--- src/rtl/bcd_disp_pkg.sv ---
// bcd_disp_pkg: segment patterns, bit order and polarity shared by the display mux
package bcd_disp_pkg;
  localparam int SEG_A = 0;
  localparam int SEG_B = 1;
  localparam int SEG_C = 2;
  localparam int SEG_D = 3;
  localparam int SEG_E = 4;
  localparam int SEG_F = 5;
  localparam int SEG_G = 6;
  localparam logic LOW_ON  = 1'b0;
  localparam logic LOW_OFF = 1'b1;
  localparam logic [6:0] SEG_0     = 7'b1000000;
  localparam logic [6:0] SEG_1     = 7'b1111001;
  localparam logic [6:0] SEG_2     = 7'b0100100;
  localparam logic [6:0] SEG_3     = 7'b0110000;
  localparam logic [6:0] SEG_4     = 7'b0011001;
  localparam logic [6:0] SEG_5     = 7'b0010010;
  localparam logic [6:0] SEG_6     = 7'b0000010;
  localparam logic [6:0] SEG_7     = 7'b1111000;
  localparam logic [6:0] SEG_8     = 7'b0000000;
  localparam logic [6:0] SEG_9     = 7'b0010000;
  localparam logic [6:0] SEG_DASH  = 7'b0111111;
  localparam logic [6:0] SEG_BLANK = 7'b1111111;
endpackage

--- src/rtl/bcd_disp_to_seg7.sv ---
// bcd_to_seg7: combinational BCD digit to active-low {g..a} pattern, dash for 10-15
module bcd_to_seg7
  import bcd_disp_pkg::*;
(
  input  logic [3:0] digit_i,
  output logic [6:0] seg_o
);
  // table lookup; anything above 9 is an invalid BCD code
  always_comb begin
    case (digit_i)
      4'd0:    seg_o = SEG_0;
      4'd1:    seg_o = SEG_1;
      4'd2:    seg_o = SEG_2;
      4'd3:    seg_o = SEG_3;
      4'd4:    seg_o = SEG_4;
      4'd5:    seg_o = SEG_5;
      4'd6:    seg_o = SEG_6;
      4'd7:    seg_o = SEG_7;
      4'd8:    seg_o = SEG_8;
      4'd9:    seg_o = SEG_9;
      default: seg_o = SEG_DASH;
    endcase
  end
endmodule

--- src/rtl/bcd_disp_mux.sv ---
// bcd_disp_mux: double-buffered multiplexed 7-segment driver with zero blanking (optional DISP_DIMMING_EN)
module bcd_disp_mux
  import bcd_disp_pkg::*;
#(
  parameter int N           = 4,
  parameter int REFRESH_DIV = 50000
) (
  input  logic           clk,
  input  logic           reset,
  input  logic           load,
  input  logic [N*4-1:0] bcd,
  input  logic [N-1:0]   dp,
  input  logic           lz_en,
`ifdef DISP_DIMMING_EN
  input  logic [3:0]     bright,
`endif
  output logic [N-1:0]   an,
  output logic [6:0]     seg,
  output logic           dp_n,
  output logic           frame_tick
);
  localparam int CW = REFRESH_DIV > 1 ? $clog2(REFRESH_DIV) : 1;
  localparam int IW = N > 1 ? $clog2(N) : 1;
  logic [CW-1:0]  cnt_q;
  logic [IW-1:0]  idx_q;
  logic [N*4-1:0] sh_bcd_q, disp_bcd_q;
  logic [N-1:0]   sh_dp_q, disp_dp_q, an_q, an_d, blank;
  logic [6:0]     seg_q, seg_d, dec_seg;
  logic [3:0]     digit;
  logic           pend_q, dpn_q, dpn_d, ft_q, slot_end, wrap, run, an_on;
`ifdef DISP_DIMMING_EN
  logic [3:0]     pwm_q;
  assign an_on = pwm_q <= bright;
`else
  assign an_on = 1'b1;
`endif
  assign slot_end = cnt_q == CW'(REFRESH_DIV - 1);
  assign wrap     = slot_end && idx_q == IW'(N - 1);
  assign digit    = disp_bcd_q[{idx_q, 2'b00} +: 4];
  // blanking runs from the top digit down until a nonzero/invalid digit or a dp stops it
  always_comb begin
    blank = '0;
    run = lz_en;
    for (int i = N - 1; i >= 1; i--) begin
      run = run && disp_bcd_q[4*i +: 4] == 4'd0 && !disp_dp_q[i];
      blank[i] = run;
    end
  end
  bcd_to_seg7 u_dec (.digit_i(digit), .seg_o(dec_seg));
  assign an_d  = an_on ? ~(N'(1) << idx_q) : '1;
  assign seg_d = blank[idx_q] ? SEG_BLANK : dec_seg;
  assign dpn_d = blank[idx_q] ? LOW_OFF : ~disp_dp_q[idx_q];
  // slot timing, double buffering and registered display outputs
  always_ff @(posedge clk or posedge reset) begin
    if (reset) begin
      cnt_q      <= '0;
      idx_q      <= '0;
      sh_bcd_q   <= '0;
      sh_dp_q    <= '0;
      disp_bcd_q <= '0;
      disp_dp_q  <= '0;
      pend_q     <= 1'b0;
      ft_q       <= 1'b0;
      an_q       <= '1;
      seg_q      <= SEG_BLANK;
      dpn_q      <= LOW_OFF;
    end else begin
      cnt_q <= slot_end ? '0 : cnt_q + CW'(1);
      if (slot_end) idx_q <= idx_q == IW'(N - 1) ? '0 : idx_q + IW'(1);
      ft_q <= wrap;
      if (wrap) begin
        disp_bcd_q <= load ? bcd : pend_q ? sh_bcd_q : disp_bcd_q;
        disp_dp_q  <= load ? dp : pend_q ? sh_dp_q : disp_dp_q;
        pend_q     <= 1'b0;
      end else if (load) begin
        sh_bcd_q <= bcd;
        sh_dp_q  <= dp;
        pend_q   <= 1'b1;
      end
      an_q  <= an_d;
      seg_q <= seg_d;
      dpn_q <= dpn_d;
    end
  end
`ifdef DISP_DIMMING_EN
  // free-running PWM phase for anode dimming
  always_ff @(posedge clk or posedge reset) begin
    if (reset) pwm_q <= '0;
    else pwm_q <= pwm_q + 4'd1;
  end
`endif
  assign an         = an_q;
  assign seg        = seg_q;
  assign dp_n       = dpn_q;
  assign frame_tick = ft_q;
endmodule

--- config.mk ---
export PLATFORM = sky130hd
export DESIGN_NAME = bcd_disp_mux
export DESIGN_NICKNAME = d
export VERILOG_FILES = /design/src/rtl/bcd_disp_pkg.sv /design/src/rtl/bcd_disp_to_seg7.sv /design/src/rtl/bcd_disp_mux.sv
export SDC_FILE = /design/constraint.sdc
export NUM_CORES = 1
export LEC_CHECK = 0
export ABC_CLOCK_PERIOD_IN_PS = 3100
export CORE_ASPECT_RATIO = 0.5
export CORE_UTILIZATION = 45
export CTS_CLUSTER_DIAMETER = 120
export CTS_CLUSTER_SIZE = 28
export DETAILED_ROUTE_END_ITERATION = 8
export PLACE_DENSITY_LB_ADDON = 0.2
export SETUP_SLACK_MARGIN = 0.02
export SLEW_MARGIN = 20
export SYNTH_ARGS = -nofsm -noshare
export SYNTH_HDL_FRONTEND = slang
export SYNTH_SLANG_ARGS = --single-unit
--- constraint.sdc ---
create_clock -name clk -period 3.1 [get_ports clk]
set_clock_uncertainty 0.05 [all_clocks]
set_input_delay 0.62 -clock clk [delete_from_list [all_inputs] [get_ports clk]]
set_output_delay 0.62 -clock clk [all_outputs]
set_load 0.005 [all_outputs]
==> impl_summary.md <==
Outcome
The run finished with clean final reports.

Die
The floorplan row count is 22. The area of the die is 8310 sq um. The effective utilization at floorplan is 0.476. The height of the chip is 64.9 microns. The floorplan step defined a core boundary enclosing 7490 sq um.

The die is between 100 and 150 microns wide. The number of primary I/O pins is 37.

STA
The portion of the clock cycle consumed by the worst path in the final layout is 0.824. The count of final setup violators is 0. Setup repair after global routing left no endpoint under its margin.

In the final timing run, aggregate negative setup slack is 0 ns. The max-slew violation total from the final report is 0. Setup slack closes at between 0.5 and 0.6 ns. The maximum achievable frequency is 392 MHz.

The minimum clock period is roughly 2.6 ns. The worst slew slack as a fraction of its limit is 0.521. The transition time at the pin with the least slew margin is 0.716 ns. The hold slack is 0.452 ns. The number of hold violations in the final report is 0.

Global route
The first global-routing pass estimated between 10,000 and 15,000 microns of wire. The number of global-route vias before repair came to 2,609. The initial antenna violation count is 0. Entering global routing, the biggest net connects 34 pins.

The total track usage is 0.210. The global route total overflow is 0.

Clock tree
The later pin in the worst-skew pair is clocked with a latency of between 0.3 and 0.4 ns. The H-tree was split into 3 levels. For this design, the sink count on the clock tree is 72. TritonCTS built the clock tree. TritonCTS created 9 clock buffers.

The clock passes through at most 2 buffers. Buffers added to address setup during post-CTS repair amount to 0. The number of hold buffers added after CTS is 0.

The buffer cell driving the clock tree root is sky130_fd_sc_hd__clkbuf_16. The post-cts resize count is 0. The clock transition time at the flip-flop clock pins of the worst setup and hold paths is about 0.060 ns.

Synthesis
In this run the mean area of a mapped cell was 10.8 sq um. The biggest area contributor in the post-synthesis netlist is sky130_fd_sc_hd__dfrtp_1. The total of warnings raised by yosys is 0. Ranked by total cell area, the synthesized netlist is headed by sky130_fd_sc_hd__dfrtp_1 (42%), sky130_fd_sc_hd__dfstp_2 (8.8%), sky130_fd_sc_hd__mux2_2 (6.0%), sky130_fd_sc_hd__nor2_1 (4.5%), sky130_fd_sc_hd__ha_1 (3.5%). The area share of the largest cell type after synthesis is 0.421.

The count of distinct cell types in the synthesized netlist is 45. The share of the yosys chip area belonging to registers is 0.509. After technology mapping, the gate count stands at 331. The fraction of registers with async set/reset is 1.00. After synthesis the cells add up to 3570 sq um. The net count after synthesis is around 370.

The number of enable flip-flop cells after synthesis is 0. The number of synthesized register bits is 72. In the synthesized netlist the dominant register cell turns out to be sky130_fd_sc_hd__dfrtp_1.

Routing
The via count is 2,588. For this run, the detailed router's first-pass iteration total came to 4. Once detail routing completed, the nets flagged for antenna violations numbered 0.

The violation count after the first detailed-route iteration is 200. In the final routed layout, each cell accounts on average for about 16 microns. For this block, the routed nets add up to 7720 microns of wire. After detailed routing, the number of remaining DRC violations is 0. The detailed-route vias per instance is 5.43.

Critical path
The worst setup path is launched from a register. The worst setup path is captured at a register. The critical path data arrival time is 2.72 ns. Along the worst path, the maximum fanout reaches 13. Data on the critical path is required at its endpoint by 3.26 ns.

The startpoint-to-endpoint class of the critical path is register to register.

Pwr
Dividing total power by cell area gives a power density of 559 nW/um^2. The maximum VDD drop is between 0.0002 and 0.00025 V. The analysis attributes to cell leakage a power of 1.81 nW.

Place
Port buffering added 36 buffers. Once detailed placement completed, the half-perimeter wirelength came to 5350 microns. The weighted congestion reported at the end of routability-driven placement is 0.852. Timing analysis after detailed placement gives a worst setup slack of roughly 0.60 ns.

The placed instances occupy a cell area of between 3000 and 4000 sq um.

Min path
The kind of path behind the tightest hold check is register to register.

Final layout
The sequential cells in the finished layout cover a total of ~1800 sq um. Leaving out fill and tap cells, the most frequent cell in the layout is sky130_fd_sc_hd__dfrtp_1. The final cell utilization of the core is 0.579. The finished layout cell area is between 4000 and 5000 sq um. Of the cells placed in the final design, the portion with a size suffix greater than 1 is 0.176.

The antenna diode count is 0. The layout filler cell count is 634. The area growth from synthesis to layout is 21.5%. In the layout the commonest cells are sky130_fd_sc_hd__dfrtp_1 (60), sky130_fd_sc_hd__nor2_1 (43), sky130_fd_sc_hd__clkdlybuf4s50_1 (36), sky130_fd_sc_hd__mux2_2 (19). In the final layout, the multi-input gates occupy around 1600 sq um. At the end of the flow, the number of nets in the layout was 398.

Job
The total of max-cap violations is 0.
## critical path, stage by stage (launching register included)
cell	delay [ns]
sky130_fd_sc_hd__dfrtp_1	0.42
sky130_fd_sc_hd__or4_4	0.57
sky130_fd_sc_hd__nor4_4	0.23
sky130_fd_sc_hd__nand4_1	0.59
sky130_fd_sc_hd__o31ai_1	0.48
sky130_fd_sc_hd__nor3_1	0.10
## Yosys cell counts (2+ instances only)
master and n:
sky130_fd_sc_hd__dfrtp_1 60, sky130_fd_sc_hd__nor2_1 43, sky130_fd_sc_hd__mux2_2 19, sky130_fd_sc_hd__inv_1 16, sky130_fd_sc_hd__nand2_1 16, sky130_fd_sc_hd__nand3_1 16, sky130_fd_sc_hd__or3_1 16, sky130_fd_sc_hd__nor3_1 14
sky130_fd_sc_hd__o31ai_1 13, sky130_fd_sc_hd__dfstp_2 12, sky130_fd_sc_hd__o21ai_0 12, sky130_fd_sc_hd__ha_1 10, sky130_fd_sc_hd__clkbuf_1 8, sky130_fd_sc_hd__xnor2_1 7, sky130_fd_sc_hd__a2bb2oi_1 6, sky130_fd_sc_hd__xor2_1 6
sky130_fd_sc_hd__mux4_2 5, sky130_fd_sc_hd__and3_1 4, sky130_fd_sc_hd__buf_2 4, sky130_fd_sc_hd__nand4_1 4, sky130_fd_sc_hd__o22ai_1 4, sky130_fd_sc_hd__a21oi_1 3, sky130_fd_sc_hd__buf_4 3, sky130_fd_sc_hd__mux2i_1 3
sky130_fd_sc_hd__or4_1 3, sky130_fd_sc_hd__a41oi_1 2, sky130_fd_sc_hd__and2_1 2, sky130_fd_sc_hd__nor3b_1 2, sky130_fd_sc_hd__nor4_1 2
## layout make-up
class / instances / area share
inverters: 16 / 0.0139
clock buffers: 11 / 0.0583
well taps: 108 / 0.0312
clock inverters: 5 / 0.0237
multi-input cells: 225 / 0.364
flip-flops and latches: 72 / 0.419
repair buffers: 40 / 0.0901
## kinds of logic (layout without fill, tap and decap cells)
kind of cell / Yosys count / count (layout) / share of synthesized area
AND/OR/NAND/NOR: 131 / 131 / 0.190
flip-flops: 72 / 72 / 0.509
AO/OA/AOI/OAI: 44 / 44 / 0.0849
buffers and inverters: 34 / 72 / 0.0484
multiplexers: 27 / 27 / 0.100
XOR/XNOR: 13 / 13 / 0.0319
adder cells (fa/ha/maj): 10 / 10 / 0.0351
## report_power, final
part | leakage (nW) | total (mW) | internal [mW] | switching, mW
Sequential | 0.879 | 1.03 | 0.998 | 0.0315
Clock | 0.172 | 1.21 | 0.828 | 0.385
Combinational | 0.763 | 0.179 | 0.0983 | 0.0808
Total | 1.81 | 2.42 | 1.92 | 0.498
## state kept, by name (all words and copies together), names as in the netlist
| name | flops |
|---|---|
| pend_q | 1 |
| frame_tick | 1 |
| sh_dp_q | 4 |
| dp_n | 1 |
| disp_dp_q | 4 |
| idx_q | 2 |
| sh_bcd_q | 16 |
| seg | 7 |
| cnt_q | 16 |
| an | 4 |
| disp_bcd_q | 16 |
## final timing paths
path | from | to | slack (ns) | cells after the start
setup / recovery | cnt_q[5] | disp_bcd_q[11] | 0.55 | 5
hold / removal | sh_bcd_q[0] | sh_bcd_q[0] | 0.45 | 1
setup reg to reg | cnt_q[5] | disp_bcd_q[11] | 0.55 | 5
hold reg to reg | sh_bcd_q[0] | sh_bcd_q[0] | 0.45 | 1
max in group asynchronous | reset | sh_bcd_q[2] | 1.68 | 3
min in group asynchronous | reset | cnt_q[11] | 0.56 | 2
## metal layers
layer | vias up | GRT usage | routed length, microns
li1 | 1243 | - | -
met1 | 1289 | 0.272 | 3590
met2 | 49 | 0.330 | 3670
met3 | 7 | 0.0842 | 392
met4 | 0 | 0.0529 | 65
met5 | - | 0 | 0
## stage by stage
step | power (mW) | instances
floorplan | 1.14 | 331
global placement | 1.22 | 461
finish | 2.42 | 477
detailed placement | 1.23 | 461
CTS | 2.45 | 477
global route | 2.51 | 477
Note: power is estimated with default switching activity, not from simulation.
